==> config.mk <==
export PLATFORM = sky130hd
export DESIGN_NAME = ascon_rc_sequencer_flat
export DESIGN_NICKNAME = d
export VERILOG_FILES = /design/src/rtl/ascon_rc_sequencer_if.sv /design/src/rtl/ascon_rc_sequencer.sv /design/src/flat_wrapper.sv
export SDC_FILE = /design/constraint.sdc
export NUM_CORES = 1
export LEC_CHECK = 0
export ABC_AREA = 0
export BUFFER_PORTS_ARGS = -buffer_cell sky130_fd_sc_hd__buf_2
export CORE_ASPECT_RATIO = 0.75
export CORE_UTILIZATION = 27
export DETAILED_ROUTE_END_ITERATION = 7
export GPL_TIMING_DRIVEN = 0
export PLACE_DENSITY = 0.84
export SLEW_MARGIN = 20
export SYNTH_ARGS = -nofsm -noshare
export SYNTH_HDL_FRONTEND = slang
export SYNTH_SLANG_ARGS = --single-unit
export TNS_END_PERCENT = 50
==> constraint.sdc <==
create_clock -name clk -period 1.6 [get_ports clk]
set_input_delay 0.08 -clock clk [delete_from_list [all_inputs] [get_ports clk]]
set_output_delay 0.08 -clock clk [all_outputs]
set_load 0.01 [all_outputs]
==> src/rtl/ascon_rc_sequencer_if.sv <==
// ---------------------------------------------------------------------------
// ascon_rc_sequencer_if
// Handshake and lane bus between the permutation controller (master) and the
// round-constant sequencer (slave).
//   start_i / rounds_i : run request and round count (1..MAX_ROUNDS)
//   stall_i / abort_i  : datapath backpressure and run cancellation
//   x2_i / x2_o        : lane x2 in, lane x2 with constant applied out
//   rc_o, round_idx_o  : current constant and absolute round index
//   valid_o, last_o    : round beat and final-beat marker
//   busy_o, done_o     : run in progress, one-cycle completion pulse
//   err_o              : one-cycle pulse for an illegal round count
// ---------------------------------------------------------------------------
interface ascon_rc_sequencer_if #(
    parameter int LANE_W = 64
);
    logic              start_i;
    logic [3:0]        rounds_i;
    logic              stall_i;
    logic              abort_i;
    logic [LANE_W-1:0] x2_i;
    logic [LANE_W-1:0] x2_o;
    logic [7:0]        rc_o;
    logic [3:0]        round_idx_o;
    logic              valid_o;
    logic              last_o;
    logic              busy_o;
    logic              done_o;
    logic              err_o;

    modport master (
        output start_i, rounds_i, stall_i, abort_i, x2_i,
        input  x2_o, rc_o, round_idx_o, valid_o, last_o, busy_o, done_o, err_o
    );

    modport slave (
        input  start_i, rounds_i, stall_i, abort_i, x2_i,
        output x2_o, rc_o, round_idx_o, valid_o, last_o, busy_o, done_o, err_o
    );
endinterface

==> src/rtl/ascon_rc_sequencer.sv <==
// ---------------------------------------------------------------------------
// ascon_rc_sequencer
// Sequential round-constant engine for the ASCON permutation. A run of R
// rounds walks the absolute round index from MAX_ROUNDS-R up to MAX_ROUNDS-1
// and XORs the constant {~idx, idx} into the low byte of lane x2.
// Ports:
//   clk   : system clock, rising edge
//   rst_n : asynchronous active-low reset
//   bus   : slave side of ascon_rc_sequencer_if (see interface header)
// ---------------------------------------------------------------------------
module ascon_rc_sequencer #(
    parameter int LANE_W     = 64,
    parameter int MAX_ROUNDS = 12
) (
    input  logic                  clk,
    input  logic                  rst_n,
    ascon_rc_sequencer_if.slave   bus
);

    typedef enum logic [1:0] {
        IDLE = 2'd0,
        RUN  = 2'd1,
        DONE = 2'd2
    } state_t;

    localparam logic [3:0] MAX_R    = 4'(MAX_ROUNDS);
    localparam logic [3:0] LAST_IDX = 4'(MAX_ROUNDS - 1);

    state_t     state_reg, state_next;
    logic [3:0] idx_reg, idx_next;
    logic       err_reg, err_next;
    logic       valid_next;
    logic       last_next;
    logic [7:0] rc;

    // State register
    always_ff @(posedge clk or negedge rst_n) begin
        if (!rst_n) begin
            state_reg <= IDLE;
            idx_reg   <= 4'd0;
            err_reg   <= 1'b0;
        end else begin
            state_reg <= state_next;
            idx_reg   <= idx_next;
            err_reg   <= err_next;
        end
    end

    // Next-state and beat logic
    always_comb begin
        state_next = state_reg;
        idx_next   = idx_reg;
        err_next   = 1'b0;
        valid_next = 1'b0;
        last_next  = 1'b0;
        case (state_reg)
            IDLE: begin
                // abort wins over a simultaneous start, and suppresses err
                if (bus.start_i && !bus.abort_i) begin
                    if ((bus.rounds_i != 4'd0) && (bus.rounds_i <= MAX_R)) begin
                        // p^b runs are the tail of the full schedule
                        idx_next   = MAX_R - bus.rounds_i;
                        state_next = RUN;
                    end else begin
                        err_next = 1'b1;
                    end
                end
            end
            RUN: begin
                if (bus.abort_i) begin
                    state_next = IDLE;
                end else if (!bus.stall_i) begin
                    valid_next = 1'b1;
                    if (idx_reg == LAST_IDX) begin
                        last_next  = 1'b1;
                        state_next = DONE;
                    end else begin
                        idx_next = idx_reg + 4'd1;
                    end
                end
            end
            DONE: begin
                state_next = IDLE;
            end
            default: begin
                state_next = IDLE;
            end
        endcase
    end

    // The constant is only applied while a run is active; otherwise x2 passes
    // through untouched.
    assign rc = (state_reg == RUN) ? {~idx_reg, idx_reg} : 8'h00;

    for (genvar gi = 0; gi < LANE_W; gi++) begin : g_x2
        if (gi < 8) begin : g_rc_bit
            assign bus.x2_o[gi] = bus.x2_i[gi] ^ rc[gi];
        end else begin : g_pass_bit
            assign bus.x2_o[gi] = bus.x2_i[gi];
        end
    end

    assign bus.rc_o        = rc;
    assign bus.round_idx_o = idx_reg;
    assign bus.valid_o     = valid_next;
    assign bus.last_o      = last_next;
    assign bus.busy_o      = (state_reg == RUN);
    assign bus.done_o      = (state_reg == DONE);
    assign bus.err_o       = err_reg;

endmodule

==> src/flat_wrapper.sv <==
// flat-port wrapper written by rule: the top's interface ports become plain ports
module ascon_rc_sequencer_flat 
#(
    parameter int LANE_W     = 64,
    parameter int MAX_ROUNDS = 12
)
  (clk, rst_n, bus_start_i, bus_rounds_i, bus_stall_i, bus_abort_i, bus_x2_i, bus_x2_o, bus_rc_o, bus_round_idx_o, bus_valid_o, bus_last_o, bus_busy_o, bus_done_o, bus_err_o);
  ascon_rc_sequencer_if #(.LANE_W(LANE_W)) bus_i ();
  input  logic clk;
  input  logic rst_n;
  input wire logic [$bits(bus_i.start_i)-1:0] bus_start_i;
  input wire logic [$bits(bus_i.rounds_i)-1:0] bus_rounds_i;
  input wire logic [$bits(bus_i.stall_i)-1:0] bus_stall_i;
  input wire logic [$bits(bus_i.abort_i)-1:0] bus_abort_i;
  input wire logic [$bits(bus_i.x2_i)-1:0] bus_x2_i;
  output wire logic [$bits(bus_i.x2_o)-1:0] bus_x2_o;
  output wire logic [$bits(bus_i.rc_o)-1:0] bus_rc_o;
  output wire logic [$bits(bus_i.round_idx_o)-1:0] bus_round_idx_o;
  output wire logic [$bits(bus_i.valid_o)-1:0] bus_valid_o;
  output wire logic [$bits(bus_i.last_o)-1:0] bus_last_o;
  output wire logic [$bits(bus_i.busy_o)-1:0] bus_busy_o;
  output wire logic [$bits(bus_i.done_o)-1:0] bus_done_o;
  output wire logic [$bits(bus_i.err_o)-1:0] bus_err_o;
  assign bus_i.start_i = bus_start_i;
  assign bus_i.rounds_i = bus_rounds_i;
  assign bus_i.stall_i = bus_stall_i;
  assign bus_i.abort_i = bus_abort_i;
  assign bus_i.x2_i = bus_x2_i;
  assign bus_x2_o = bus_i.x2_o;
  assign bus_rc_o = bus_i.rc_o;
  assign bus_round_idx_o = bus_i.round_idx_o;
  assign bus_valid_o = bus_i.valid_o;
  assign bus_last_o = bus_i.last_o;
  assign bus_busy_o = bus_i.busy_o;
  assign bus_done_o = bus_i.done_o;
  assign bus_err_o = bus_i.err_o;
  ascon_rc_sequencer #(.LANE_W(LANE_W), .MAX_ROUNDS(MAX_ROUNDS)) u_core (.clk(clk), .rst_n(rst_n), .bus(bus_i));
endmodule
; Yosys cells after proc, flatten, opt, wreduce, memory -nomap -nowiden
; Cells that the tools add are included.
[totals]
reg_bits = 7
latch_bits = 0
mem_bits_rw = 0
romBits = 0
input_bits = 73
output_inout_bits = 81
elab_cells = 56
n_memories = 0
[op_classes]
add_sub_neg = 2
n_mul = 0
n_div = 0
order_cmp = 1
eq_ne = 10
n_shift = 0
muxes = 23
n_bitwise = 9
reduce_logical = 8
[op_table]
columns = operator, count
row1 = two-way mux 4 bit, 5
row2 = two-way mux 1 bit, 10
row3 = two-way mux 2 bit, 5
row4 = two-way mux 8 bit, 1
row5 = one-hot mux 4 bit (2 select lines), 1
row6 = XOR 1 bit, 8
row7 = != test 2 bit (second input constant), 3
row8 = AND reduction 6 bit, 1
row9 = adder 4 x 1 -> 4 bit (second input constant), 1
row10 = equality test 4 bit (second input constant), 1
row11 = <= comparator 4 bit (second input constant), 1
row12 = != test 2 x 1 -> 1 bit (second input constant), 2
row13 = NOT 4 bit, 1
row14 = one-hot mux 2 bit (2 select lines), 1
row15 = AND reduction 4 bit, 1
row16 = nonzero test 4 bit, 1
row17 = subtractor 4 bit (first input constant), 1
row18 = != test 3 x 2 -> 1 bit (second input constant), 1
row19 = != test 3 bit (second input constant), 1
row20 = equality test 2 x 1 -> 1 bit (second input constant), 1
row21 = equality test 2 bit (second input constant), 1
row22 = logical AND 1 bit, 2
row23 = logical NOT 2 bit, 1
row24 = nonzero test 2 bit, 1
row25 = logical NOT 1 bit, 1

; Longest topological paths before layout
; Gate-level depths: netlist of the first run.
[depth]
word_depth = 5
mapped_depth = 6
mapped_depth_nobuf = 6

; Worst setup path after synthesis of the first run
; No wires, ideal clock.
[synth_timing]
kind = register to register
from = reg u_core.state_reg[1]
to = reg u_core.idx_reg[1], in the netlist u_core.bus.round_idx_o[1]
setup_ns = 0.127
arrival_ns = 1.377
slack_ns = 0.096
stages_incl_launch_ff = 5
period_less_slack_ns = 1.504
cell_sequence = dfrtp_1 nor4b_4 nand2_1 nand2_2 mux2_1
[synth_between]
elab_chain_len = 3
elab_cells_between_ends = 10
[synth_rtl]
columns = element, line_no
row1 = from (decl), ascon_rc_sequencer.sv:29  ; state_t state_reg, state_next;
row2 = from (signal assigned), ascon_rc_sequencer.sv:43  ; state_reg <= state_next;
row3 = equality test 2 x 1 -> 1 bit / logical NOT 2 bit (equally long branches), ascon_rc_sequencer.sv:56  ; case (state_reg)
row4 = "!= test 2 bit (no line), or another cell as far along", --
row5 = AND reduction 6 bit (no line), --
row6 = to (signal assigned), ascon_rc_sequencer.sv:44  ; idx_reg <= idx_next;
row7 = to (decl), ascon_rc_sequencer.sv:30  ; logic [3:0] idx_reg, idx_next;
; Parallel ways exist; a longest one is shown, timed or not.
; A chain may end at the register's enable or synchronous reset.

; Worst setup path after layout of the first run
; Same ends and word-level chain as after synthesis.

==> summary.md, run 1 <==
| Metric | Value |
|---|---|
| DR iter-0 viols | `19` |
| Max-cap violations | `0` |
| Clock Latency Late Sink | `around 0.22 ns` |
| Clock Path Buffers | `2` |
| Ys Warns | `0` |
| Final slew viol count | `0` |
| Total wire length | `2900 um` |
| Yosys top cell area share | `0.414` |
| Row count | `18` |
| H-tree levels | `1` |
| Core Region | `3450 um^2` |
| Avg Vias per Cell | `4.00` |
| Clock Pin Slew Worst Setup and Hold Paths | `approximately 0.04 ns` |
| M2 GR Usage | `0.210` |
| Gpl congestion | `0.800` |
| 1st-pass router iterations | `4` |
| Routed len/inst | `10.3 um` |
| Worst-Margin Slew | `0.296 ns` |
| Syn Nets | `198` |
| Met1 Usage GRT | `0.155` |
| Post-synth EDFFs | `0` |
| Die footprint | `4010 um^2` |
| Clock skew | `0.00291 ns` |
| CTS tree | `yes` |
| Area Overhead vs Synth | `71.6%` |
| Total power | `around 1.2 mW` |
| Vias in the first global route | `870` |
| Clock Root Buffer | `clkbuf_8` |
| CP endpoint kind | `flop` |
| Synthesized flop and latch total | `7` |
| Area of the mapped netlist | `1010 um^2` |
| Endpoints failing hold | `0` |
| Critical path fanouts, max | `6` |
| Maximum VDD drop | `0.000398 V` |
| Gr busiest metal | `met2` |
| Worst slew margin | `0.802` |
| DRT antenna net count | `0` |
| Initial Utilization | `0.294` |
| Tcrit/Tclk final | `0.993` |
| Fill count | `352` |
| Critical path data required time | `1.70 ns` |
| Status | `finished clean` |
| Crit Path Category | `flop to flop` |
| # IOs | `154` |
| First-pass GRT wire length | `3760 um` |
| Worst path arrival time | `1.69 ns` |
| Dominant cells by area after synthesis | `buf_4, dfrtp_1, xor2_1` |
| Ratio of cells with drive above 1 in the final layout | `0.792` |
| IO buf count | `between 90 and 100` |
| Final worst path period need | `1.59 ns` |
| Lkg Pwr | `1.01 nW` |
| Hold Path Class | `input pin to flop` |
| M3 GR Usage | `0.0525` |
| Synthesized area per cell | `8.25 um^2` |
| Asr flop ratio synth | `1.00` |
| Post-synth cell types | `34` |
| Die Wd | `72.8 um` |
| Unrepaired setup endpoints after global routing | `true` |
| Grt ovf | `0` |
| Design area | `between 1500 and 2000 um^2` |
| Setup TNS | `0 ns` |
| Initial antenna violation count | `0` |
| Post-DP Area | `1560 um^2` |
| Final cell count without fillers | `281` |
| Drt drc | `0` |
| Sequential fraction of the synthesis area | `0.173` |
| Top FF cell, synth | `dfrtp_1` |
| GRT Util Overall | `0.125` |
| PD cells | `674 nW/um^2` |
| Startpoint types | `flop` |
| Post-DP HPWL | `2420 um` |
| Min Hold Slack | `0.127 ns` |
| Most frequent cells in the layout | `buf_2, buf_4, xor2_1, nand2_1` |
| N_diodes | `0` |
| Placed cell count | `270` |
| Setup violations, final | `0` |
| Most common cell after layout, fill and taps aside | `buf_2` |
| Num CTS Buffers | `3` |
| Maximum clock frequency | `0.630 GHz` |
| Vias | `1,123` |
| Max reg flops | `4` |
| # clock sinks | `7` |
| Mapped Cells | `123` |
| DIE HEIGHT | `55.1 um` |
| Largest net degree at the start of global routing | `11` |
| Most area-hungry cell type in the Yosys netlist | `buf_4` |
| Nets | `between 300 and 400` |
==> through the flow <==
stage                util  setup slack [ns]
floorplan               -            0.0957
global placement    0.454           -0.0395
detailed placement  0.454           -0.0385
CTS                 0.473           -0.0406
global route        0.505           -0.0637
finish              0.505            0.0116
==> worst max-delay path, cell delays in order, from the launching register on <==
cell      delay, ns
dfrtp_2        0.46
nor4b_4        0.37
o221ai_2       0.18
nand2_2        0.13
mux2_1         0.32
==> where the power goes <==
part	internal (mW)	total (mW)	leakage [nW]	switching, mW
Combinational	0.352	0.657	0.900	0.305
Clock	0.172	0.243	0.0228	0.0715
Sequential	0.218	0.273	0.0831	0.0550
==> Yosys cell counts (all sizes together) (2+ instances only) <==
library cell,number
a21oi,2
a22oi,2
and2,3
buf,57
dfrtp,7
ha,2
inv,4
nand2,8
nand2b,3
nor2,6
nor2b,2
nor4,2
nor4b,2
o21ai,2
xor2,9
==> routing by layer <==
layer  share of wire  wire length [um]
met5               0                 0
met4               0                 0
met3           0.093               271
met2            0.51              1490
met1            0.39              1140
==> logic make-up after synthesis <==
logic type               synth area share
multiplexers                       0.0111
adder cells (fa/ha/maj)            0.0247
flip-flops                          0.173
XOR/XNOR                           0.0777
AO/OA/AOI/OAI                      0.0974
buffers and inverters               0.434
AND/OR/NAND/NOR                     0.182
==> final timing paths <==
kind / slack [ns] / end / from / cells after the start
max in group asynchronous: 1.19 / u_core.state_reg[1]$_DFFE_PN0P_ / rst_n / 2
min in group asynchronous: 0.24 / u_core.bus.round_idx_o[3]$_DFFE_PN0P_ / rst_n / 2
max reg2reg: 0.01 / u_core.bus.round_idx_o[1]$_DFFE_PN0P_ / u_core.state_reg[1]$_DFFE_PN0P_ / 4
min reg2reg: 0.55 / u_core.bus.round_idx_o[1]$_DFFE_PN0P_ / u_core.bus.round_idx_o[1]$_DFFE_PN0P_ / 1
min: 0.13 / u_core.state_reg[1]$_DFFE_PN0P_ / bus_stall_i / 2
max: 0.01 / u_core.bus.round_idx_o[1]$_DFFE_PN0P_ / u_core.state_reg[1]$_DFFE_PN0P_ / 4
==> area by class of cell <==
type                            count  area, um^2  share of cell area
Buffer                             57         432               0.248
Clock buffer                        4        45.0              0.0259
Inverter                            4        15.0             0.00862
Multi-Input combinational cell     55         467               0.268
Sequential cell                     7         180               0.103
Tap cell                           50        62.6              0.0359
Timing Repair Buffer              104         541               0.310
==> timing repair <==
item,in CTS,in global routing
pin swaps,0,1
resized for setup,5,15
setup buffers,0,6
hold buffers,1,0
endpoints found under the hold margin,7,0
setup endpoints to repair,7,9
No activity file was read; power rests on OpenSTA's default activity.
==> run 2, diff against run 1 <==
--- a/config.mk
+++ b/config.mk
@@ -8,10 +8,10 @@
 export ABC_AREA = 0
 export BUFFER_PORTS_ARGS = -buffer_cell sky130_fd_sc_hd__buf_2
 export CORE_ASPECT_RATIO = 0.75
-export CORE_UTILIZATION = 27
+export CORE_UTILIZATION = 29
 export DETAILED_ROUTE_END_ITERATION = 7
 export GPL_TIMING_DRIVEN = 0
-export PLACE_DENSITY = 0.84
+export PLACE_DENSITY = 0.86
 export SLEW_MARGIN = 20
 export SYNTH_ARGS = -nofsm -noshare
 export SYNTH_HDL_FRONTEND = slang
==> constraint.sdc (replaced) <==
create_clock -name clk -period 1.7 [get_ports clk]
set_input_delay 0.085 -clock clk [delete_from_list [all_inputs] [get_ports clk]]
set_output_delay 0.085 -clock clk [all_outputs]
set_load 0.01 [all_outputs]
==> summary.md, run 2 (synthesized netlist as in run 1, its figures left out) <==
| Metric | Value |
|---|---|
| Worst path slowest cell | `dfrtp_2` |
| Post-CTS Setup Bufs | `0 (unchanged)` |
| Worst path arrival time | `1.49 ns (-0.20 ns)` |
| Total wire length | `2690 um (-7.3%)` |
| DRT antenna net count | `0 (unchanged)` |
| Most common cell after layout, fill and taps aside | `buf_2` |
| Worst slew margin | `0.756 (-0.0456)` |
| Worst-Margin Slew | `0.356 ns (+0.0604 ns)` |
| Clock Path Buffers | `2 (unchanged)` |
| Core Region | `3310 um^2 (-3.9%)` |
| Avg Vias per Cell | `4.19 (+4.8%)` |
| Largest net degree at the start of global routing | `11 (unchanged)` |
| IO buf count | `97 (unchanged)` |
| Hold Path Class | `input pin to flop` |
| Tcrit/Tclk final | `0.928` |
| # clock sinks | `7 (unchanged)` |
| Max incr delay on CP | `0.46 ns (about the same)` |
| Area Overhead vs Synth | `61.0%` |
| Crit Path Category | `flop to output port` |
| Unrepaired setup endpoints after global routing | `false` |
| PD cells | `636 nW/um^2 (-5.5%)` |
| DR iter-0 viols | `42 (+23)` |
| CP Buf/Inv Count | `2 (+2)` |
| H-tree levels | `1 (unchanged)` |
| Max reg flops | `4 (unchanged)` |
| Lkg Pwr | `0.975 nW (-3.1%)` |
| Max-cap violations | `0 (unchanged)` |
| Hold Startpoint | `bus_stall_i` |
| Gpl congestion | `0.815 (+1.9%)` |
| Num CTS Buffers | `3 (unchanged)` |
| Drt drc | `0 (unchanged)` |
| Critical path fanouts, max | `10 (+4)` |
| Post-DP HPWL | `2320 um (-4.4%)` |
| Nets | `301 (-2.0%)` |
| Worst r2r src | `u_core.bus.round_idx_o[0]$_DFFE_PN0P_` |
| Ratio of cells with drive above 1 in the final layout | `0.747 (-0.0455)` |
| Die footprint | `3740 um^2 (-6.7%)` |
| Routed len/inst | `10.2 um (-1.7%)` |
| Endpoints failing hold | `0 (unchanged)` |
| Hold Path Stages | `2 (unchanged)` |
| Setup violations, final | `0 (unchanged)` |
| Vias in the first global route | `819 (-5.9%)` |
| Clock Latency Late Sink | `0.23 ns (about the same)` |
| GRT Util Overall | `0.126 (about the same)` |
| Grt ovf | `0 (unchanged)` |
| Clock skew | `0.00445 ns (+0.00154 ns)` |
| Final slew viol count | `0 (unchanged)` |
| Setup crit start | `u_core.state_reg[1]$_DFFE_PN0P_` |
| Maximum VDD drop | `0.000262 V (-34%)` |
| FF-to-FF path depth | `5 (+1)` |
| Total power | `1.04 mW (-11%)` |
| Critical path data required time | `1.62 ns (-0.08 ns)` |
| Initial Utilization | `0.307 (+0.0120)` |
| Vias | `1,110 (-1.2%)` |
| CP Depth | `5 (+1)` |
| Maximum clock frequency | `0.634 GHz` |
| Status | `finished clean` |
| Initial antenna violation count | `0 (unchanged)` |
| Setup TNS | `0 ns (unchanged)` |
| CP endpoint kind | `output port` |
| # IOs | `154 (unchanged)` |
| CTS tree | `yes` |
| Startpoint types | `flop` |
| N_diodes | `0 (unchanged)` |
| Clock Pin Slew Worst Setup and Hold Paths | `0.04 ns (about the same)` |
| Final worst path period need | `1.58 ns` |
| Most frequent cells in the layout | `buf_2, buf_4, xor2_1, nand2_1, dfrtp_1` |
| Clock Root Buffer | `clkbuf_8` |
| DIE HEIGHT | `53.2 um (-3.4%)` |
| Delay-heaviest family, CP | `flip-flops` |
| Die Wd | `70.3 um (-3.4%)` |
| Row count | `18 (unchanged)` |
| 1st-pass router iterations | `4 (unchanged)` |
| First-pass GRT wire length | `3660 um (-2.7%)` |
| Min Hold Slack | `0.116 ns (-0.0111 ns)` |
| Chain of cells forming the critical path | `nand2b_1 -> buf_6 -> nor2_1 -> xor2_1 -> buf_2` |
run 2: cell types whose count changed in the layout (fill, tap and decap cells not counted), sizes merged:
cell,before,now
buf,160,154
run 2: final cells by class:
class | count | area, um^2
plain buffers | 57 | 432
clock buffers | 4 | 45.0
fillers | 339 | 1680
inverters | 4 | 15.0
multi-input cells | 55 | 420
flip-flops and latches | 7 | 176
well taps | 40 | 50.0
repair buffers | 98 | 495
run 2: per-stage QoR:
stage	cell area, um^2	worst slack, ns	util	cells
2_1_floorplan	1010	0.196	-	123
4_1_cts	1610	0.0299	0.485	265
3_5_place_dp	1550	0.0546	0.468	260
5_1_grt	1630	0.00827	0.494	265
6_report	1630	0.122	0.494	265
3_3_place_gp	1550	0.0761	0.468	260
run 2: final timing paths:
path / to / slack (ns)
setup / recovery: bus_x2_o[4] / 0.12
hold / removal: u_core.state_reg[1]$_DFFE_PN0P_ / 0.12
setup reg to reg: u_core.bus.round_idx_o[1]$_DFFE_PN0P_ / 0.12
hold reg to reg: u_core.state_reg[0]$_DFFE_PN0P_ / 0.58
max in group asynchronous: u_core.state_reg[1]$_DFFE_PN0P_ / 1.29
min in group asynchronous: u_core.state_reg[0]$_DFFE_PN0P_ / 0.23
run 2: repair_timing:
| action | 4_1_cts | 5_1_grt |
|---|---|---|
| gates resized for setup | 0 | 9 |
| hold buffers | 1 | 0 |
| hold endpoints to repair | 7 | 0 |
| endpoints found under the setup margin | 0 | 6 |
run 2: per-layer routing:
layer / wire length [um] / global-route usage / up-vias
met4: 19 / 0.0500 / 0
met2: 1370 / 0.211 / 68
met1: 1030 / 0.162 / 483
met3: 273 / 0.0210 / 2
li1: - / - / 557
met5: 0 / 0 / -
run 2: power by group:
group / internal [mW] / total (mW) / switching, mW
Clock: 0.162 / 0.234 / 0.0722
Combinational: 0.289 / 0.547 / 0.258
Sequential: 0.201 / 0.259 / 0.0579
